## src/rtl/gpio_in_debounce.sv

```systemverilog
// Board-input conditioning: per-channel synchroniser followed by a consecutive-cycle debouncer.
// Define DEBOUNCE_EDGE_DET_EN to drive rise_o/fall_o; otherwise they are tied low.
module gpio_in_debounce #(
  parameter int unsigned     N_IN            = 8,
  parameter int unsigned     SYNC_STAGES     = 2,
  parameter int unsigned     DEBOUNCE_CYCLES = 250000,
  parameter logic [N_IN-1:0] RESET_VAL       = '0
) (
  input  logic            clk,
  input  logic            rst,
  input  logic [N_IN-1:0] raw_i,
  output logic [N_IN-1:0] db_o,
  output logic            changed_o,
  output logic [N_IN-1:0] rise_o,
  output logic [N_IN-1:0] fall_o
);

  localparam int unsigned      CNT_W   = $clog2(DEBOUNCE_CYCLES + 1);
  localparam logic [CNT_W-1:0] CNT_MAX = CNT_W'(DEBOUNCE_CYCLES - 1);
  localparam logic [CNT_W-1:0] CNT_ONE = CNT_W'(1);

  logic [SYNC_STAGES-1:0][N_IN-1:0] sync_q;
  logic [N_IN-1:0]                  sync_val;
  logic [N_IN-1:0][CNT_W-1:0]       cnt_q, cnt_d;
  logic [N_IN-1:0]                  db_q, db_d;
  logic                             changed_q;

  assign sync_val = sync_q[SYNC_STAGES-1];

  // Plain flop chain: nothing may sit between stages or metastability settling time is lost.
  always_ff @(posedge clk) begin
    if (rst) begin
      sync_q <= {SYNC_STAGES{RESET_VAL}};
    end else begin
      sync_q <= {sync_q[SYNC_STAGES-2:0], raw_i};
    end
  end

  // A mismatch must persist for DEBOUNCE_CYCLES samples; any match restarts the count.
  always_comb begin
    db_d  = db_q;
    cnt_d = '0;
    for (int unsigned i = 0; i < N_IN; i++) begin
      if (sync_val[i] != db_q[i]) begin
        if (cnt_q[i] == CNT_MAX) begin
          db_d[i] = sync_val[i];
        end else begin
          cnt_d[i] = cnt_q[i] + CNT_ONE;
        end
      end
    end
  end

  always_ff @(posedge clk) begin
    if (rst) begin
      db_q      <= RESET_VAL;
      cnt_q     <= '0;
      changed_q <= 1'b0;
    end else begin
      db_q      <= db_d;
      cnt_q     <= cnt_d;
      changed_q <= |(db_d ^ db_q);
    end
  end

  assign db_o      = db_q;
  assign changed_o = changed_q;

`ifdef DEBOUNCE_EDGE_DET_EN
  logic [N_IN-1:0] rise_q, fall_q;

  always_ff @(posedge clk) begin
    if (rst) begin
      rise_q <= '0;
      fall_q <= '0;
    end else begin
      rise_q <= db_d & ~db_q;
      fall_q <= ~db_d & db_q;
    end
  end

  assign rise_o = rise_q;
  assign fall_o = fall_q;
`else
  assign rise_o = '0;
  assign fall_o = '0;
`endif

endmodule
```

## config.mk

```make
export PLATFORM = sky130hd
export DESIGN_NAME = gpio_in_debounce
export DESIGN_NICKNAME = d
export VERILOG_FILES = /design/src/rtl/gpio_in_debounce.sv
export SDC_FILE = /design/constraint.sdc
export NUM_CORES = 1
export LEC_CHECK = 0
export BUFFER_PORTS_ARGS = -buffer_cell sky130_fd_sc_hd__buf_4
export CAP_MARGIN = 5
export CORE_MARGIN = 4
export CORE_UTILIZATION = 61
export CTS_CLUSTER_SIZE = 16
export DETAILED_ROUTE_END_ITERATION = 12
export PLACE_DENSITY = 0.77
export SLEW_MARGIN = 30
export SYNTH_ARGS = -nofsm -noshare
export SYNTH_HDL_FRONTEND = slang
export SYNTH_SLANG_ARGS = --single-unit
```

## constraint.sdc

```tcl
create_clock -name clk -period 2 [get_ports clk]
set_input_delay 0.3 -clock clk [delete_from_list [all_inputs] [get_ports clk]]
set_output_delay 0.3 -clock clk [all_outputs]
set_load 0.01 [all_outputs]
```

==> flow_metrics.py <==
metrics = {
    "run_status": {
        "status": "completed",
    },
    "power_and_ir_drop": {
        "finalPower_mw": 6.73,
        "p_comb_share_pct": 1.4,
        "swShare_pct": 20.1,
        "seq_power_share_pct": 50.5,
        "switchingPower_mw": 1.35,
        "intPower_mw": 5.38,
        "p_per_area_mw_per_mm2": 840,
        "power_frac_clock_pct": 48.1,
        "leakage_nw": 2.67,
        "peakVddDrop_uv": 1330,
    },
    "worst_setup_path": {
        "critPathMaxFanout": 18,
        "arrival_ns": 2.13,
        "required_ns": 2.32,
        "cp-start-kind": "register",
        "critPathKind": "reg2reg",
        "critPathCaptureType": "register",
    },
    "timing": {
        "setup_slack_ns": 0.194,
        "worstMarginPinSlew_ns": 0.648,
        "hold_viol": 0,
        "period_minus_slack_ns": 1.81,
        "slew_violations": 0,
        "fmax_ghz": 0.554,
        "fin_setup_tns_ns": 0,
        "fin_crit_sh_pct": 90.3,
        "finalSetupViolCount": 0,
        "relSlewSlack_pct": 56.4,
        "rsz0062_at_grt": "no",
        "whs_ns": 0.0763,
        "skew_ns": 0.00676,
    },
    "placed_design": {
        "dpl.hpwl_mm": 9.08,
        "port_buffers": 18,
        "place_area_mm2": 0.00741,
        "pre_cts_ws_ns": 0.117,
        "place_congestion": 0.826,
        "dp.cells": 959,
    },
    "global_routing": {
        "gr-total-overflow": 0,
        "grt_pass1_wl_mm": 22.8,
        "grt_usage_pct": 20.8,
        "antenna_found_initial": 0,
        "grt_max_degree": 27,
        "grt_pass1_vias": 5214,
    },
    "floorplanning": {
        "rows": 39,
        "ios": 35,
        "initial_core_util_pct": 62.7,
        "die_x_um": 117,
        "design.core.area_mm2": 0.0115,
        "die_area_mm2": 0.0136,
        "fp.dieH_um": 117,
    },
    "drt": {
        "drt_wl_total_mm": 13.1,
        "dr.pass1.iters": 5,
        "routedWlPerCell_um": 13.2,
        "drc": 0,
        "vias": 5334,
        "vias_per_cell": 5.38,
        "ant_nets": 0,
        "drt_iter0_markers": 343,
    },
    "cells_and_area": {
        "final_cell_mix": "nor2_1, dfxtp_1, xor2_1",
        "layout.nets": 853,
        "final_common_cell": "nor2_1",
        "utilization_pct": 69.9,
        "design_area_mm2": 0.00801,
        "synthToLayoutAreaGrowth_pct": 11.5,
        "final_cells": 991,
        "antenna_cells": 0,
        "drive_above_1_share_pct": 8.14,
    },
    "synth": {
        "ys_warn_count": 0,
        "ys.flop_type": "dfxtp_1",
        "synth_top_family_by_area": "simple AND/OR/NAND/NOR gates",
        "netlist_area_mm2": 0.00719,
        "syn_area_per_cell_um2": 8.89,
        "synth-edff-count": 0,
        "synth_cell_types": 42,
        "synth_compound_gate_area_share_pct": 0.801,
        "synthSimpleGateAreaFrac_pct": 28.7,
        "ys_ff_latch": 169,
        "yosys.area_share.xor_xnor_pct": 16.5,
        "async_flop_share_pct": 0,
        "syn_inst": 808,
        "synthMuxAreaShare_pct": 0.836,
        "synthAdderAreaFrac_pct": 1.39,
        "yosysSeqAreaShare_pct": 47.1,
    },
    "clocking": {
        "post_cts_buffers": 0,
        "cts-htree-levels": 4,
        "cts-hold-fix-buffers": 0,
        "cts_made_buffers": 17,
        "cts_tree": "built",
        "path_clk_slew_ns": 0.06,
        "clock-sinks": 169,
        "clock_path_buffers": 2,
        "clockRootBuffer": "clkbuf_16",
        "post_cts_resized": 0,
        "clock_latency_ns": 0.43,
    },
    "min_path": {
        "hold_path_class": "in2reg",
    },
    "run": {
        "maxCapViolCount": 0,
    },
}
[sequential cells by signal, summed over array words and instances, names as in the netlist]
| name | count |
|---|---|
| db_o | 8 |
| cnt_q | 144 |
| sync_val | 8 |
| changed_o | 1 |
| sync_q | 8 |
[cell usage after synthesis (all sizes together), types with 2 or more instances]
library cell	instances	area [µm²]
a21oi	3	15.0
clkbuf	6	32.5
nor4b	6	52.6
or4b	2	20.0
buf	32	231
inv	19	71.3
nor2	183	687
and4	13	118
or3	8	50.1
dfxtp	169	3380
xor2	69	604
or3b	4	35.0
and2	3	18.8
nand4	32	200
nand2	43	164
nor2b	17	106
and3	19	120
nor3	26	130
mux2i	6	60.1
nor4	9	62.6
ha	8	100
nand3	53	265
o21ai	3	15.0
xnor2	66	578
[worst max-delay path, cell delays in order, from the launching register on]
cell     delay, ns
dfxtp_1       0.36
nor4b_1       0.43
nand2_1       0.11
nor4_2        0.37
or3b_1        0.21
buf_12        0.15
nor2_1        0.05
[power groups by stage]
stage | logic (mW) | registers (mW) | clock network, mW
after global placement | 0.0915 | 3.47 | 0
after global routing | 0.109 | 3.40 | 3.46
after floorplan | 0.0915 | 3.47 | 0
after CTS | 0.0951 | 3.40 | 3.29
after detailed placement | 0.0943 | 3.47 | 0
final | 0.0955 | 3.40 | 3.24
[routing by layer]
layer	up-vias	global-route usage, %	share of wire (%)
li1	2713	-	-
met1	2512	24.6	45
met2	84	36.2	50
met3	25	4.97	3.5
met4	0	9.10	1.9
met5	-	0	0
[path summary, 6_finish.rpt]
| path | startpoint | endpoint | slack, ns | cells after the start |
|---|---|---|---|---|
| max | cnt_q[46] | cnt_q[38] | 0.19 | 6 |
| min | raw_i[3] | sync_q[3] | 0.08 | 2 |
| max reg2reg | cnt_q[46] | cnt_q[38] | 0.19 | 6 |
| min reg2reg | sync_q[7] | sync_val[7] | 0.44 | 1 |
[cell families (layout without fill, tap and decap cells)]
group / Yosys count / after routing
simple gates: 422 / 422
flops: 169 / 169
xor+xnor: 135 / 135
buf+inv: 57 / 82
compound gates: 10 / 10
fa+ha+maj: 8 / 8
mux: 6 / 6
other cells: 1 / 16
[final cells by class]
cell class	count	area, µm²
Clock buffer	20	437
Clock inverter	12	151
Fill cell	882	3450
Inverter	19	71.3
Multi-Input combinational cell	597	3530
Sequential cell	169	3380
Tap cell	143	179
Timing Repair Buffer	31	258
(Power assumes the default switching activity.)
